==> src/rtl/ambtc_pkg.sv <==
// Shared types and helpers for the AMBTC block coder: FSM states, width
// helpers, grayscale conversion and pixel-range clamping.
package ambtc_pkg;

    typedef enum logic [3:0] {
        S_IDLE,
        S_READ,
        S_MEAN,
        S_DEV,
        S_DIV_L,
        S_DIV_H,
        S_WRITE,
        S_NEXT,
        S_FIN
    } state_e;

    // Accumulator / divider width: a full tile sum of PIX_W-bit pixels.
    function automatic int num_w(input int pix_w, input int blk_log2);
        return pix_w + 2 * blk_log2;
    endfunction

    function automatic int gray(input int r, input int g, input int b);
        int mx;
        int mn;
        mx = r;
        mn = r;
        if (g > mx) mx = g;
        if (b > mx) mx = b;
        if (g < mn) mn = g;
        if (b < mn) mn = b;
        return (mx + mn) >> 1;
    endfunction

    function automatic int clamp(input int v, input int pix_w);
        int hi;
        hi = (1 << pix_w) - 1;
        if (v < 0) return 0;
        if (v > hi) return hi;
        return v;
    endfunction

endpackage

==> src/rtl/ambtc_seq_div.sv <==
// Restoring unsigned divider: one load cycle, then one quotient bit per cycle.
module ambtc_seq_div #(
    parameter int NUM_W = 12
) (
    input  logic             clk,
    input  logic             rst_n,
    input  logic             start,
    input  logic [NUM_W-1:0] dividend,
    input  logic [NUM_W-1:0] divisor,
    output logic [NUM_W-1:0] quot,
    output logic             busy,
    output logic             done
);
    localparam int CW = $clog2(NUM_W + 1);

    logic [NUM_W-1:0] rem;
    logic [NUM_W-1:0] q;
    logic [NUM_W-1:0] dvs;
    logic [CW-1:0]    cnt;
    logic [NUM_W:0]   trial;
    logic             fits;

    assign trial = {rem, q[NUM_W-1]};
    assign fits  = trial >= {1'b0, dvs};
    assign quot  = q;
    // start is honoured only while idle; done marks the cycle whose closing
    // edge produces the last quotient bit, so quot is final from the next cycle.
    assign done  = busy && (cnt == CW'(1));

    always_ff @(posedge clk or negedge rst_n) begin
        if (!rst_n) begin
            rem  <= '0;
            q    <= '0;
            dvs  <= '0;
            cnt  <= '0;
            busy <= 1'b0;
        end else if (start && !busy) begin
            rem  <= '0;
            q    <= dividend;
            dvs  <= divisor;
            cnt  <= CW'(NUM_W);
            busy <= 1'b1;
        end else if (busy) begin
            rem  <= fits ? NUM_W'(trial - {1'b0, dvs}) : trial[NUM_W-1:0];
            q    <= {q[NUM_W-2:0], fits};
            cnt  <= cnt - CW'(1);
            if (cnt == CW'(1)) busy <= 1'b0;
        end
    end

endmodule

==> src/rtl/ambtc_block_coder.sv <==
// AMBTC compressor: walks the image tile by tile, computes mean/deviation
// levels and writes the two-level reconstruction back over the pixel bus.
module ambtc_block_coder
    import ambtc_pkg::*;
#(
    parameter int IMG_LOG2 = 6,
    parameter int BLK_LOG2 = 2,
    parameter int PIX_W    = 8
) (
    input  logic                  clk,
    input  logic                  rst_n,
    input  logic                  start,
    input  logic                  mode,
    input  logic [3*PIX_W-1:0]    in_pix,
    output logic [IMG_LOG2-1:0]   row,
    output logic [IMG_LOG2-1:0]   col,
    output logic                  out_we,
    output logic [3*PIX_W-1:0]    out_pix,
    output logic                  busy,
    output logic                  done,
    output state_e                state_dbg
);
    localparam int N  = 1 << (2 * BLK_LOG2);
    localparam int NW = num_w(PIX_W, BLK_LOG2);
    localparam int IW = 2 * BLK_LOG2 + 1;
    localparam int TW = IMG_LOG2 - BLK_LOG2;

    state_e            state, state_nx;
    logic [TW-1:0]     tile_r, tile_c;
    logic [IW-1:0]     idx, idx_m1, beta, beta_next, n_minus_beta;
    logic              mode_q, uniform;
    logic [PIX_W-1:0]  tile_buf [N];
    logic [NW-1:0]     sum, acc;
    logic [PIX_W-1:0]  avg, lm, hm, level;
    logic [PIX_W-1:0]  r_ch, g_ch, b_ch, pix_val, cur_pix, abs_diff;
    logic              cur_ge, last_tile;
    logic              div_start, div_busy, div_done;
    logic [NW-1:0]     div_num, div_den, quot;
    logic signed [NW:0] lm_pre, hm_pre;

    assign r_ch    = in_pix[3*PIX_W-1:2*PIX_W];
    assign g_ch    = in_pix[2*PIX_W-1:PIX_W];
    assign b_ch    = in_pix[PIX_W-1:0];
    assign pix_val = mode_q ? PIX_W'(gray(int'(r_ch), int'(g_ch), int'(b_ch))) : g_ch;

    assign idx_m1    = idx - IW'(1);
    assign cur_pix   = tile_buf[idx[IW-2:0]];
    assign cur_ge    = cur_pix >= avg;
    assign abs_diff  = cur_ge ? cur_pix - avg : avg - cur_pix;
    assign beta_next = beta + IW'(cur_ge);
    assign last_tile = (tile_r == '1) && (tile_c == '1);

    // Numerator is N*var, i.e. the deviation sum with its fraction bits dropped.
    assign n_minus_beta = IW'(N) - beta;
    assign div_num = {acc[NW-1:2*BLK_LOG2], {(2*BLK_LOG2){1'b0}}};
    assign div_den = (state == S_DIV_L) ? NW'({n_minus_beta, 1'b0}) : NW'({beta, 1'b0});

    assign lm_pre = $signed({1'b0, NW'(avg)}) - $signed({1'b0, quot});
    assign hm_pre = $signed({1'b0, NW'(avg)}) + $signed({1'b0, quot});
    // Hm's quotient stays parked in the divider for the whole WRITE phase.
    assign hm     = uniform ? avg : PIX_W'(clamp(int'(hm_pre), PIX_W));
    assign level  = cur_ge ? hm : lm;

    assign row       = {tile_r, idx[2*BLK_LOG2-1:BLK_LOG2]};
    assign col       = {tile_c, idx[BLK_LOG2-1:0]};
    assign out_we    = (state == S_WRITE);
    assign out_pix   = out_we ? {PIX_W'(0), level, PIX_W'(0)} : '0;
    assign state_dbg = state;

    ambtc_seq_div #(.NUM_W(NW)) u_div (
        .clk      (clk),
        .rst_n    (rst_n),
        .start    (div_start),
        .dividend (div_num),
        .divisor  (div_den),
        .quot     (quot),
        .busy     (div_busy),
        .done     (div_done)
    );

    // Handshake: start is sampled only in IDLE; busy is high from the accepting
    // edge until the edge that raises done; done then holds until the next accept.
    always_comb begin
        state_nx  = state;
        div_start = 1'b0;
        unique case (state)
            S_IDLE:  if (start) state_nx = S_READ;
            S_READ:  if (idx == IW'(N)) state_nx = S_MEAN;
            S_MEAN:  state_nx = S_DEV;
            S_DEV:   if (idx == IW'(N - 1))
                         state_nx = (beta_next == IW'(N)) ? S_WRITE : S_DIV_L;
            S_DIV_L: begin
                div_start = !div_busy;
                if (div_done) state_nx = S_DIV_H;
            end
            S_DIV_H: begin
                div_start = !div_busy;
                if (div_done) state_nx = S_WRITE;
            end
            S_WRITE: if (idx == IW'(N - 1)) state_nx = S_NEXT;
            S_NEXT:  state_nx = last_tile ? S_FIN : S_READ;
            S_FIN:   state_nx = S_IDLE;
            default: state_nx = S_IDLE;
        endcase
    end

    always_ff @(posedge clk or negedge rst_n) begin
        if (!rst_n) state <= S_IDLE;
        else        state <= state_nx;
    end

    always_ff @(posedge clk) begin
        if (state == S_READ && idx != '0) tile_buf[idx_m1[IW-2:0]] <= pix_val;
    end

    always_ff @(posedge clk or negedge rst_n) begin
        if (!rst_n) begin
            tile_r <= '0;
            tile_c <= '0;
            idx    <= '0;
            mode_q <= 1'b0;
            sum    <= '0;
            acc    <= '0;
            beta   <= '0;
            avg    <= '0;
            lm     <= '0;
            uniform <= 1'b0;
            busy   <= 1'b0;
            done   <= 1'b0;
        end else begin
            unique case (state)
                S_IDLE: if (start) begin
                    mode_q <= mode;
                    busy   <= 1'b1;
                    done   <= 1'b0;
                    tile_r <= '0;
                    tile_c <= '0;
                    idx    <= '0;
                    sum    <= '0;
                end
                S_READ: begin
                    idx <= (idx == IW'(N)) ? '0 : idx + IW'(1);
                    if (idx != '0) sum <= sum + NW'(pix_val);
                end
                S_MEAN: begin
                    avg  <= sum[NW-1:2*BLK_LOG2];
                    acc  <= '0;
                    beta <= '0;
                    idx  <= '0;
                end
                S_DEV: begin
                    acc  <= acc + NW'(abs_diff);
                    beta <= beta_next;
                    if (idx == IW'(N - 1)) begin
                        idx     <= '0;
                        uniform <= (beta_next == IW'(N));
                        lm      <= avg;
                    end else begin
                        idx <= idx + IW'(1);
                    end
                end
                S_DIV_H: if (!div_busy) lm <= PIX_W'(clamp(int'(lm_pre), PIX_W));
                S_WRITE: idx <= (idx == IW'(N - 1)) ? '0 : idx + IW'(1);
                S_NEXT: begin
                    idx <= '0;
                    sum <= '0;
                    if (tile_c == '1) begin
                        tile_c <= '0;
                        tile_r <= tile_r + TW'(1);
                    end else begin
                        tile_c <= tile_c + TW'(1);
                    end
                end
                S_FIN: begin
                    busy <= 1'b0;
                    done <= 1'b1;
                end
                default: ;
            endcase
        end
    end

endmodule

==> config.mk <==
export PLATFORM = sky130hd
export DESIGN_NAME = ambtc_block_coder
export DESIGN_NICKNAME = d
export VERILOG_FILES = /design/src/rtl/ambtc_pkg.sv /design/src/rtl/ambtc_seq_div.sv /design/src/rtl/ambtc_block_coder.sv
export SDC_FILE = /design/constraint.sdc
export NUM_CORES = 1
export LEC_CHECK = 0
export CAP_MARGIN = 40
export CORE_MARGIN = 5
export CORE_UTILIZATION = 32
export DETAILED_ROUTE_END_ITERATION = 7
export PLACE_DENSITY = 0.46
export SLEW_MARGIN = 20
export SYNTH_ARGS = -nofsm -noshare
export SYNTH_HDL_FRONTEND = slang
export SYNTH_SLANG_ARGS = --single-unit
==> constraint.sdc <==
create_clock -name clk -period 15.23 [get_ports clk]
set_input_delay 3.8075 -clock clk [delete_from_list [all_inputs] [get_ports clk]]
set_output_delay 3.8075 -clock clk [all_outputs]
set_load 0.02 [all_outputs]
### Word-level counts from Yosys, hierarchy flattened

Memories as Yosys holds them, arrays and structs flattened.
Index checks and enable logic that the tools add are counted.

| word-level totals | value |
|---|---|
| register bits | 107 |
| bits in writable memories | 128 |
| input port bits | 28 |
| output and inout port bits | 43 |
| word-level logic and storage cells | 162 |
| memories kept | 1 |

Memory list:

| name | words | width | rd ports | clocked after memory_dff | write ports | RTL line | RTL |
|---|---|---|---|---|---|---|---|
| tile_buf | 16 | 8 | 1 | 0 | 1 | ambtc_block_coder.sv:32 | `logic [PIX_W-1:0] tile_buf [N];` |

| operators by class | value |
|---|---|
| add/subtract/negate cells | 15 |
| $lt $le $gt $ge | 10 |
| equality and inequality tests | 23 |
| multiplexer cells | 69 |
| reductions and logical operators | 26 |

Operators with widths:

| operator | count |
|---|---|
| two-way mux 8 bit | 16 |
| two-way mux 12 bit | 7 |
| two-way mux 4 bit | 12 |
| case mux 12 bit (3 select lines) | 1 |
| greater-than comparator 9 x 32 -> 1 bit | 1 |
| less-than comparator 9 x 32 -> 1 bit | 1 |
| case mux 4 bit (8 select lines) | 1 |
| greater-than comparator 13 x 9 -> 1 bit (second input constant) | 2 |
| less-than comparator 13 x 1 -> 1 bit (second input constant) | 2 |
| adder 12 x 8 -> 12 bit | 2 |
| case mux 12 bit (2 select lines) | 1 |
| case mux 5 bit (4 select lines) | 1 |
| two-way mux 1 bit | 18 |
| equality test 4 x 3 -> 1 bit (second input constant) | 4 |
| two-way mux 16 bit | 1 |
| case mux 4 bit (2 select lines) | 2 |
| case mux 8 bit (2 select lines) | 1 |
| subtractor 8 bit | 2 |
| two-way mux 5 bit | 3 |
| inequality test 2 bit (second input constant) | 7 |
| adder 8 x 12 -> 13 bit | 1 |
| >= comparator 13 x 12 -> 1 bit | 1 |
| subtractor 8 x 12 -> 13 bit | 1 |
| equality test 4 bit (second input constant) | 3 |
| 30 further kinds | 52 |

### Logic depth before layout (Yosys ltp)

| depth | value |
|---|---|
| depth in word-level cells | 12 |
| gate-level depth with buffers | 32 |
| gate-level depth less buffers | 30 |

### Hierarchy

Synthesis repeated with hierarchy kept, for this count alone.

| unflattened totals | value |
|---|---|
| cell total of the unflattened synthesis | 1381 |
| area, all modules | 14313.7 um^2 |

By module, submodules not included:

| module | instances | cells each | area an instance (um^2) | seq. area each (um^2) |
|---|---|---|---|---|
| ambtc_block_coder | 1 | 1124 | 11893.9 | 5495.3 |
| ambtc_seq_div | 1 | 257 | 2419.8 | 1026.0 |

### Worst setup path before layout

Ideal clock, no wire load.

| timing | value |
|---|---|
| path kind | input to register |
| from | input port in_pix[17] |
| to | register sum[10] |
| library setup time | 0.120 ns |
| arrival | 9.678 ns |
| required time | 15.110 ns |
| setup slack | 5.432 ns |
| stages on the path | 30 |
| path buffers | 2 |
| cells stage by stage | inv_1 ha_1 nor2b_4 o211ai_2 a21o_1 a21oi_2 clkbuf_1 nor2_1 a21oi_1 ha_1 a21o_1 a221oi_2 o211ai_1 nand2_2 buf_1 a21oi_1 fa_1 xnor2_1 a21oi_1 inv_1 fa_1 nor2b_1 o21ai_1 a21boi_0 o21ai_1 a21boi_0 o21ai_1 a211oi_1 xnor2_1 nor2_1 |

| on the way | value |
|---|---|
| word-level cells in the longest chain between the ends | 9 |
| elaborated cells on any way between the ends | 13 |
| classes of those cells | add/sub (2); order compare (4); mux (7) |

Ends and longest elaborated chain:

| what | RTL line | RTL |
|---|---|---|
| from (decl) | ambtc_block_coder.sv:14 | `input logic [3*PIX_W-1:0] in_pix,` |
| greater-than comparator 8 bit / less-than comparator 8 bit (equally long branches) | ambtc_pkg.sv:27, ambtc_pkg.sv:29 |  |
| two-way mux 8 bit, on equally long branches | ambtc_pkg.sv:27, ambtc_pkg.sv:29 |  |
| greater-than comparator 9 x 32 -> 1 bit / less-than comparator 9 x 32 -> 1 bit (equally long branches) | ambtc_pkg.sv:28, ambtc_pkg.sv:30 |  |
| two-way mux 8 bit, on equally long branches | ambtc_pkg.sv:28, ambtc_pkg.sv:30 |  |
| adder 9 bit * | ambtc_pkg.sv:31 | `return (mx + mn) >> 1;` |
| two-way mux 8 bit * | ambtc_block_coder.sv:44 | `assign pix_val = mode_q ? PIX_W'(gray(int'(r_ch), int'(g_ch), int'(b_ch))) : g_ch;` |
| via pix_val[1] | ambtc_block_coder.sv:35 | `logic [PIX_W-1:0] r_ch, g_ch, b_ch, pix_val, cur_pix, abs_diff;` |
| adder 12 x 8 -> 12 bit * | ambtc_block_coder.sv:143 | `if (idx != '0) sum <= sum + NW'(pix_val);` |
| two-way mux 12 bit * | ambtc_block_coder.sv:143 |  |
| case mux 12 bit (3 select lines) * | ambtc_block_coder.sv:131 | `unique case (state)` |
| to (signal assigned) | ambtc_block_coder.sv:143 |  |
| to (decl) | ambtc_block_coder.sv:33 | `logic [NW-1:0] sum, acc;` |

Mark *: on every way through the listed nets, which the timed path passes. The rest lies on a longest branch. The select of a mux whose other input is x is not followed.
A chain may end at the register's enable or synchronous reset.

### Final worst setup path

| timing | value |
|---|---|
| from | input port in_pix[15] |
| to | register sum[10] |

The elaborated chain is that of the path after synthesis.

==> flow_summary.toml <==
[run_status]
status = "finished, final reports clean"

[clock_network]
clock-root-buffer = "clkbuf_16"
tritoncts = "done"
h-tree-depth = 1
cts_buffers = 27
clock_latency_ns = 0.55
cts.sinks = 228
holdBufCountCts = 0
cts_setup_buffers = 0
cts.path.max_buffers = 3
cts_resized = 0
clk_pin_slew_ns = 0.06

[setup_path]
critPathCaptureType = "register"
rr_endpoint = "acc[10]$_DFFE_PN0P_"
cp_slowest_stage_delay_ns = 0.48
cpMaxStageDelayCell = "clkdlybuf4s50_1"
worstPathArrival_ns = 10.85
startpoint_type = "input pin"
rr_worst_depth = 23
path_class = "in2reg"
rrSetupSlack_ns = 8.87
r2r-start = "idx[0]$_DFFE_PN0P_"
crit_family = "compound AO/OA/AOI/OAI gates"
required_ns = 15.66
critPathBufInv = 3
path_max_fanout = 17

[cells_and_area]
drive_above_1_share = 0.0983
nNetsFinal = 1447
syn_to_final_growth_pct = 15.6
design_area_mm2 = 0.0155
stdcell_count = 1872
n_antenna_cell = 0
nFillCells = 4115

[drt]
viasPerCell = 4.95
via_count = 9271
routed_wl_um = 33000
first_iter_violations = 463
dr.pass1.iters = 5
drcViolationCount = 0
wire_per_inst_um = 17.6
antenna_left = 0

[place]
numPlacedInstances = 1821
gp_congestion = 0.792
place_ws_ns = 3.95
dp_hpwl_um = 24000
dpl_cell_area_mm2 = 0.0146
port_buffers = 54

[sta]
period_needed_ns = 10.42
setup_viol = 0
slew_headroom = 0.488
setup_slack_ns = 4.81
max_clock_freq_ghz = 0.0959
finClkSkew_ns = 0.0158
rsz0062_at_grt = "false"
hold_violations = 0
holdWs_ns = 0.490
setup_tns_ns = 0
worst_slew_pin_slew_ns = 0.769
maxSlewViolCount = 0
final.period_utilization = 0.684

[die]
rows = 75
fp.dieH_um = 215
die_w_um = 215
core_mm2 = 0.0418
die_area_mm2 = 0.0461
initial_core_util = 0.321
pin_count = 71

[grt]
grt_max_degree = 48
gr-total-overflow = 0
grt_use_total = 0.141
grt_first_pass_wirelength_um = 53100
grt_antenna_before_repair = 0
grt_pass1_vias = 9530

[yosys]
synth_cell_types = 71
syn_area_per_cell_um2 = 10.8
yosys_warnings = 0
async_reset_ff_frac = 0.439
syn-cell-area_mm2 = 0.0134
synth_cells = 1246
yosysSeqAreaShare = 0.473
synth_edf_count = 128
synth.ff_latch_count = 228
synth_top_flop_cell = "edfxtp_1"

[hold_path]
min_path_cells = 2
hold_path_end = "acc[3]$_DFFE_PN0P_"
hp-start = "acc[3]$_DFFE_PN0P_"
hold_path.class = "reg2reg"

[power_and_ir_drop]
irDropWorstVdd_uv = 82.1
p_comb_frac = 0.401
pwr-share-clk = 0.258
p_int_w = 0.00156
p_sw_frac = 0.371
power_frac_seq = 0.340
power.density_mw_per_mm2 = 160
power.leakage_nw = 6.24
power_switching_w = 0.000921

[flow_run]
maxCapViolCount = 0
## per-stage QoR
stage | total power (W) | util
final | 0.00248 | 0.371
after global routing | 0.00270 | 0.371
after CTS | 0.00252 | 0.371
after detailed placement | 0.00186 | 0.350
after global placement | 0.00185 | 0.346
after floorplan | 0.00163 | -
## power groups by stage
| stage | registers (W) | logic [W] | clock network [W] |
|---|---|---|---|
| after floorplan | 0.000816 | 0.000811 | 0 |
| after global placement | 0.000858 | 0.000996 | 0 |
| after detailed placement | 0.000858 | 0.00100 | 0 |
| after CTS | 0.000846 | 0.00101 | 0.000661 |
| after global routing | 0.000861 | 0.00114 | 0.000691 |
| final | 0.000845 | 0.000997 | 0.000642 |
## kinds of logic after synthesis
logic type | synth area share
other cells | 0.000279
flops | 0.473
fa+ha+maj | 0.102
simple gates | 0.112
compound gates | 0.135
buf+inv | 0.0529
mux | 0.0965
xor+xnor | 0.0287
## sequential cells by signal (all words and copies together) (netlist names), 5 cells and up
name / count
tile_buf: 128
acc: 12
sum: 12
u_div.quot: 12
u_div.rem: 12
avg: 8
lm: 8
beta: 5
idx: 5
u_div.dvs: 5
## synth_stat cells (8+ instances only)
library cell	n	area [um^2]
edfxtp_1	128	3840
nor2_1	118	443
nand2_1	112	420
inv_1	104	390
dfrtp_1	100	2500
ha_1	97	1210
a21oi_1	78	390
o21ai_0	72	360
mux4_2	40	901
clkbuf_1	32	120
mux2i_1	27	270
xnor2_1	27	236
a31oi_1	25	156
buf_4	20	150
nand3_1	19	95.1
nor3_1	18	90.1
o31ai_1	18	135
xor2_1	17	149
a22o_1	16	140
nor2b_1	14	87.6
o21ai_1	14	70.1
nand2b_1	12	75.1
a21o_1	10	75.1
mux2_2	9	101
fa_1	8	160
nand4_1	8	50.1
## layer usage
layer,GRT usage,vias to the layer above,part of all wire
met5,0,-,0
met4,0.0341,0,0.021
met3,0.0172,48,0.022
met2,0.239,112,0.47
met1,0.196,4497,0.48
li1,-,4614,-
## how the worst max path moves through the flow
stage | cells after the start | start | end
after floorplan | 30 | in_pix[17] | sum[10]$_DFFE_PN0P_
after global placement | 30 | in_pix[17] | sum[10]$_DFFE_PN0P_
after detailed placement | 27 | in_pix[15] | sum[11]$_DFFE_PN0P_
after CTS | 26 | in_pix[15] | sum[11]$_DFFE_PN0P_
after global routing | 30 | in_pix[9] | sum[10]$_DFFE_PN0P_
final | 29 | in_pix[15] | sum[10]$_DFFE_PN0P_
## final cells by class
type,count,area [um^2],share of cell area
inverter,104,390,0.0252
sequential,228,6350,0.409
timing repair buffer,87,801,0.0516
tap,539,674,0.0435
clock buffer,37,753,0.0486
multi-input combinational,866,6420,0.414
clock inverter,11,124,0.00799
## worst register-to-register path, cell delays in order (launching register included)
cell and delay, ns:
dfrtp_2 0.34, buf_4 0.59, mux4_2 0.65, mux4_2 0.55, inv_1 0.08, ha_1 0.16
inv_1 0.05, fa_1 0.38, a21oi_1 0.21, o21ai_1 0.11, a21o_1 0.20, o221a_2 0.51
mux2_2 0.36, inv_1 0.06, fa_1 0.44, nor2b_1 0.14, o21ai_1 0.10, a21boi_1 0.21
o21ai_1 0.10, a21boi_1 0.21, o21ai_1 0.13, a21oi_1 0.18, mux2_1 0.33, a22o_1 0.18
## cells in the final DEF, fill, tap and decap left out, types with 5 or more instances in the layout
cell type	instances
edfxtp_1	128
nor2_1	118
nand2_1	112
inv_1	104
dfrtp_1	99
ha_1	97
a21oi_1	78
o21ai_0	71
clkdlybuf4s50_1	53
mux4_2	40
buf_4	31
mux2i_1	27
xnor2_1	27
clkbuf_16	27
a31oi_1	25
nand3_1	19
nor3_1	18
o31ai_1	18
xor2_1	17
a22o_1	16
conb_1	16
o21ai_1	15
nor2b_1	14
nand2b_1	12
a21o_1	10
mux2_2	9
nand4_1	8
fa_1	8
a211oi_1	7
or3_1	6
a21boi_1	6
clkbuf_1	6
o21a_1	5
o21bai_1	5
o211ai_1	5
No activity file was read; power rests on OpenSTA's default activity.
